$ cat src/rtl/wb_redirect_ctrl.sv
// rtl/wb_redirect_ctrl.sv - write-back redirect, fetch drain and predictor update sequencer
module wb_redirect_ctrl #(
  parameter int WIDTH     = 16,
  parameter int CNT_WIDTH = 16,
  parameter int DRAIN_MAX = 15
) (
  input  logic                 clk,
  input  logic                 reset_n,
  input  logic                 control_flush,
  input  logic [WIDTH-1:0]     new_pc,
  input  logic [WIDTH-1:0]     branch_pc,
  input  logic                 branch_taken,
  input  logic                 pipe_stall,
  input  logic                 imem_inflight,
  input  logic                 imem_resp,
  output logic                 flush_pipe,
  output logic                 pc_load,
  output logic [WIDTH-1:0]     pc_redirect,
  output logic                 fetch_hold,
  output logic                 fetch_squash,
  output logic                 upd_valid,
  output logic [WIDTH-1:0]     upd_pc,
  output logic [WIDTH-1:0]     upd_target,
  output logic                 upd_taken,
  input  logic                 upd_ready,
  output logic                 upd_dropped,
  output logic                 drain_timeout,
  output logic [CNT_WIDTH-1:0] flush_count
);

  localparam logic [0:0] IDLE  = 1'b0;
  localparam logic [0:0] DRAIN = 1'b1;
  localparam logic [7:0] DRAIN_LAST = 8'(DRAIN_MAX - 1);

  logic [0:0] state;
  logic [7:0] drain_cnt;
  logic       accept;
  logic       upd_take;

  // Gated by reset_n so the Mealy outputs are also 0 while reset is held.
  assign accept   = control_flush & ~pipe_stall & reset_n;
  assign upd_take = upd_valid & upd_ready;

  always_comb begin
    flush_pipe   = accept;
    pc_load      = accept;
    pc_redirect  = accept ? new_pc : '0;
    fetch_hold   = (state == DRAIN);
    fetch_squash = imem_resp & (accept | (state == DRAIN));
  end

  // A response arriving in DRAIN always ends the drain, even alongside a new accept.
  always_ff @(posedge clk or negedge reset_n) begin
    if (!reset_n) begin
      state         <= IDLE;
      drain_cnt     <= 8'd0;
      drain_timeout <= 1'b0;
    end else if (state == IDLE) begin
      if (accept && imem_inflight && !imem_resp) begin
        state     <= DRAIN;
        drain_cnt <= 8'd0;
      end
    end else begin
      if (imem_resp) begin
        state <= IDLE;
      end else if (accept) begin
        drain_cnt <= 8'd0;
      end else if (drain_cnt == DRAIN_LAST) begin
        state         <= IDLE;
        drain_timeout <= 1'b1;
      end else begin
        drain_cnt <= drain_cnt + 8'd1;
      end
    end
  end

  always_ff @(posedge clk or negedge reset_n) begin
    if (!reset_n) begin
      upd_valid   <= 1'b0;
      upd_pc      <= '0;
      upd_target  <= '0;
      upd_taken   <= 1'b0;
      upd_dropped <= 1'b0;
    end else if (accept) begin
      if (upd_valid && !upd_ready) begin
        upd_dropped <= 1'b1;
      end
      upd_valid  <= 1'b1;
      upd_pc     <= branch_pc;
      upd_target <= new_pc;
      upd_taken  <= branch_taken;
    end else if (upd_take) begin
      upd_valid <= 1'b0;
    end
  end

  always_ff @(posedge clk or negedge reset_n) begin
    if (!reset_n) begin
      flush_count <= '0;
    end else if (accept) begin
      flush_count <= flush_count + CNT_WIDTH'(1);
    end
  end

endmodule

$ cat config.mk
export PLATFORM = sky130hd
export DESIGN_NAME = wb_redirect_ctrl
export DESIGN_NICKNAME = d
export VERILOG_FILES = /design/src/rtl/wb_redirect_ctrl.sv
export SDC_FILE = /design/constraint.sdc
export NUM_CORES = 1
export LEC_CHECK = 0
export ABC_CLOCK_PERIOD_IN_PS = 2100
export BUFFER_PORTS_ARGS = -buffer_cell sky130_fd_sc_hd__buf_2
export CORE_MARGIN = 3
export CORE_UTILIZATION = 47
export DETAILED_ROUTE_END_ITERATION = 6
export PLACE_DENSITY_LB_ADDON = 0.1
export SYNTH_ARGS = -nofsm -noshare
export SYNTH_HDL_FRONTEND = slang
export SYNTH_SLANG_ARGS = --single-unit
$ cat constraint.sdc
create_clock -name clk -period 2.1 [get_ports clk]
set_input_delay 0.42 -clock clk [delete_from_list [all_inputs] [get_ports clk]]
set_output_delay 0.42 -clock clk [all_outputs]
set_load 0.01 [all_outputs]
[Yosys cells after proc, flatten, opt, wreduce, memory -nomap -nowiden]
Index checks and enable logic that the tools add are counted.
Word-level totals
  register bits: 61
  bits in latches: 0
  RAM bits: 0
  bits in read-only memories: 0
  output and inout bits: 72
  word-level logic and storage cells: 45
  memories: 0
Operators by class
  add/sub/neg operators: 2
  multipliers: 0
  div/mod/pow operators: 0
  $lt $le $gt $ge: 0
  eq/ne operators: 3
  shift-type cells: 0
  muxes and demuxes: 13
  bitwise logic cells: 8
  reduce and logical (&&, ||, !) cells: 10
Operator list (number)
  2-to-1 mux 8 bit: 5
  adder 16 x 1 -> 16 bit (second input constant): 1
  2-to-1 mux 16 bit: 1
  adder 8 x 1 -> 8 bit (second input constant): 1
  == test 8 x 4 -> 1 bit (second input constant): 1
  2-to-1 mux 1 bit: 7
  AND 1 bit: 4
  AND reduction 4 bit: 1
  nonzero test 2 bit: 2
  logical AND 1 bit: 3
  inequality test 3 bit (second input constant): 1
  inverter 1 bit: 3
  AND reduction 3 bit: 1
  logical NOT 1 bit: 2
  inequality test 2 bit (second input constant): 1
  AND reduction 2 bit: 1
  OR 1 bit: 1

[Logic depth before layout (Yosys ltp)]
  word-level depth: 7
  mapped depth: 6

[Least setup slack after synthesis]
No wires, ideal clock.
  kind: input to output
  start: input port pipe_stall
  end: output port fetch_squash
  arrival time: 1275 ps
  setup slack: 405 ps
  cell stages on the path: 6
  path buffers: 2
  path through: nand3b_4 inv_2 buf_2 buf_2 nor2_1 nor2_1
On the way
  word-level cells in the longest chain between the ends: 5
Ends and longest elaborated chain
  from (decl): RTL line 13  | input logic pipe_stall,
  inverter 1 bit: RTL line 41  | assign accept = control_flush & ~pipe_stall & reset_n;
  AND 1 bit (2 in series): RTL line 41
  OR 1 bit: RTL line 49  | fetch_squash = imem_resp & (accept | (state == DRAIN));
  AND 1 bit: RTL line 49
  to (decl): RTL line 20  | output logic fetch_squash,
Every way passes these cells.

[Final worst setup path]
  start: input port pipe_stall
  end: output port pc_redirect[11]
On the way
  word-level cells in the longest chain between the ends: 4
Ends and longest elaborated chain
  inverter 1 bit: RTL line 41
  AND 1 bit (2 in series): RTL line 41
  2-to-1 mux 16 bit: RTL line 47  | pc_redirect = accept ? new_pc : '0;
  to (decl): RTL line 18  | output logic [WIDTH-1:0] pc_redirect,
Every way passes these cells.

==> results.py <==
metrics = {
    "final_layout": {
        "area_growth_syn_to_fin_pct": 32.1,
        "instances_no_fill": 440,
        "nNetsFinal": 408,
        "utilization": 0.664,
        "layout_common_cells": "111 x sky130_fd_sc_hd__buf_2, 62 x sky130_fd_sc_hd__nand2_1, 61 x sky130_fd_sc_hd__dfrtp_1, 16 x sky130_fd_sc_hd__and2_1, 16 x sky130_fd_sc_hd__a21o_1",
        "layout.filler_cells": 432,
        "post_route_cells_drive_above_1_share": 0.395,
        "layout.cells.most_common": "sky130_fd_sc_hd__buf_2",
        "antenna_cells": 0,
        "total_area_of_multi_input_combinational_cells_um2": 1070,
        "final_design_area_no_fill_um2": 3520,
        "area.sequential_um2": 1530,
    },
    "clocking": {
        "clkSinkCount": 61,
        "clock_tree.root_cell": "sky130_fd_sc_hd__clkbuf_8",
        "cts-hold-fix-buffers": 0,
        "post_cts_resized": 0,
        "cts_made_buffers": 9,
        "cts.reportedPaths.clkPinSlew_ps": 70,
        "tritoncts_clock_tree": "yes",
        "cts_max_path_buffers": 2,
        "buffers_inserted_during_post_cts_setup_optimization": 0,
        "worst_skew_pair.late_latency_ps": 330,
        "clock_tree.htree_level_count": 3,
    },
    "setup_path": {
        "reg2reg_slack_ps": 460,
        "criticalPathCategory": "in -> out",
        "kind_of_capture_point_of_the_worst_setup_path": "output port",
        "cp_data_arrival_time_ps": 1440,
        "r2r-start": "drain_cnt[0]$_DFFE_PN0P_",
        "timing.critical_path.slowest_cell_delay_ps": 310,
        "crit_path_cells": "buf_2, nand3b_4, inv_2, and2_1, buf_2",
        "r2r_cells": 5,
        "crit_required_ps": 1680,
        "critical-path-slowest-cell": "sky130_fd_sc_hd__inv_2",
        "critical_path.startpoint_type": "primary input",
        "timing.critical_path.fanout_max": 25,
        "critical_path_most_common_cell": "sky130_fd_sc_hd__buf_2",
        "rr_endpoint": "drain_cnt[1]$_DFFE_PN0P_",
    },
    "pwr": {
        "pwr_density_cell_nw_per_um2": 929,
        "power.static_leakage_nw": 2.05,
        "ir_worst_vdd_mv": 0.597,
        "post-layout-total-power_mw": 3.27,
    },
    "hold_path": {
        "hp-class": "in -> reg",
        "worstHoldPathCells": 3,
        "worst_hold_path.endpoint": "upd_pc[8]$_DFFE_PN0P_",
        "min_from": "branch_pc[8]",
    },
    "synthesis": {
        "synth_warnings": 0,
        "synthCells": 248,
        "synth_top_cell_area_share": 0.572,
        "synth.cell_area_um2": 2670,
        "synth.area.top_cells": "sky130_fd_sc_hd__dfrtp_1 57%, sky130_fd_sc_hd__nand2_1 8.7%, sky130_fd_sc_hd__a21o_1 4.5%, sky130_fd_sc_hd__and2_1 3.8%, sky130_fd_sc_hd__xnor2_1 3.3%",
        "ys.flop_type": "sky130_fd_sc_hd__dfrtp_1",
        "total_of_flip_flops_plus_latches_after_synthesis": 61,
        "syn_nets": 291,
        "ys_types": 38,
        "synth_async_sr_flop_share": 1.00,
        "synth_enable_flop_cells": 0,
        "syn-mean-instance-area_um2": 10.8,
        "synth-seq-area-share": 0.572,
        "synthDominantAreaCellType": "sky130_fd_sc_hd__dfrtp_1",
    },
    "sta": {
        "post-route-min-period_ps": 1860,
        "number_of_max_slew_violations_in_the_final_report": 0,
        "final-setup-viol-count": 0,
        "fin_skew_ps": 7.94,
        "setup_tns_ps": 0,
        "fmax_ghz": 0.538,
        "min_period_over_period": 0.884,
        "rsz0062_at_grt": "false",
        "worst_slew_pin_slew_ps": 743,
        "final-hold-violation-count": 0,
        "slew-limit-headroom": 0.504,
    },
    "die": {
        "fp.dieW_um": 81.3,
        "coreArea_um2": 5300,
        "initial_core_util": 0.503,
        "floorplan.io_pins": 112,
        "die_area_um2": 6620,
        "total_number_of_placement_rows": 26,
        "die_ht_um": 81.3,
    },
    "placement": {
        "port-buffer-count": 111,
        "post_detailed_placement_cell_area_um2": 3300,
        "gpl.final_weighted_congestion": 0.902,
        "numPlacedInstances": 424,
        "dp.final_hpwl_um": 4410,
    },
    "detailed_routing": {
        "viasPerCell": 4.93,
        "routed-via-count": 2171,
        "initialDrtViolationCount": 92,
        "avgRoutedWirePerCell_um": 13.7,
        "drt_drc_violations_left": 0,
        "detail-route-antenna-nets": 0,
        "route.final.wire_length_um": 6010,
        "drt-pass1-iter-count": 4,
    },
    "grt": {
        "grt_remaining_overflow": 0,
        "via_count_of_the_first_global_routing_pass": 2109,
        "grt_antenna_before_repair": 0,
        "grt_max_degree": 62,
        "globalRouteTotalUtil": 0.200,
        "grt_pass1_wl_um": 9890,
    },
    "run_status": {
        "run_status": "complete, no violations",
    },
    "job": {
        "drv_cap": 0,
    },
}
cells in the mapped netlist (all sizes together) (2+ instances only):
cell type,n
a21o,18
a31oi,5
and2,17
and4,3
buf,5
clkbuf,4
dfrtp,61
ha,3
inv,8
nand2,62
nand2b,2
nand3,12
nand4,7
nor2,8
nor4,2
o211ai,2
o21ai,2
o41a,2
or2,2
xnor2,10
xor2,5
report_power, final:
| part | leakage (nW) | internal, mW | switching [mW] |
|---|---|---|---|
| Clock | 0.112 | 0.698 | 0.450 |
| Combinational | 1.15 | 0.279 | 0.318 |
| Sequential | 0.783 | 1.37 | 0.164 |
| Total | 2.05 | 2.34 | 0.932 |
per-stage QoR:
| stage | hold WS (ps) | worst slack, ps |
|---|---|---|
| 2_1_floorplan | 124 | 405 |
| 3_3_place_gp | 444 | 229 |
| 3_5_place_dp | 441 | 207 |
| 4_1_cts | 254 | 239 |
| 5_1_grt | 266 | 124 |
| 6_report | 270 | 243 |
state kept, by name (all words and copies together) (netlist names):
register	cells
flush_count	16
drain_timeout	1
upd_valid	1
upd_taken	1
upd_pc	16
upd_dropped	1
upd_target	16
fetch_hold	1
drain_cnt	8
critical path: cells and delay by family:
kind / cells / cell delay, ps
buffers and inverters: 3 / 550
and+or+nand+nor: 2 / 450
layer usage:
metal | track usage | share of wire | up-vias
li1 | - | - | 1068
met1 | 0.246 | 0.45 | 1004
met2 | 0.314 | 0.44 | 91
met3 | 0.0710 | 0.087 | 8
met4 | 0.0912 | 0.017 | 0
met5 | 0 | 0 | -
worst max-delay path by stage:
stage / startpoint / endpoint / slack, ps / cells after the start
after floorplan: pipe_stall / fetch_squash / 410 / 6
after global placement: pipe_stall / drain_cnt[1]$_DFFE_PN0P_ / 230 / 6
after detailed placement: pipe_stall / drain_cnt[1]$_DFFE_PN0P_ / 210 / 6
after CTS: pipe_stall / pc_redirect[11] / 240 / 5
after global routing: pipe_stall / pc_redirect[11] / 120 / 5
final: pipe_stall / pc_redirect[11] / 240 / 5
cell families (layout without fill, tap and decap cells):
kind of cell | after synthesis | in the layout | synth area share
XOR/XNOR | 15 | 15 | 0.0492
adder cells (fa/ha/maj) | 3 | 3 | 0.0141
buffers and inverters | 17 | 139 | 0.0267
multiplexers | 1 | 1 | 0.00563
AO/OA/AOI/OAI | 32 | 32 | 0.0947
AND/OR/NAND/NOR | 119 | 119 | 0.237
flip-flops | 61 | 61 | 0.572
layout make-up:
class | count | area share
clock buffers | 10 | 0.0391
clock inverters | 6 | 0.0245
inverters | 8 | 0.00852
multi-input cells | 170 | 0.304
flip-flops and latches | 61 | 0.433
well taps | 70 | 0.0249
repair buffers | 115 | 0.166
No activity file was read; power rests on OpenSTA's default activity.
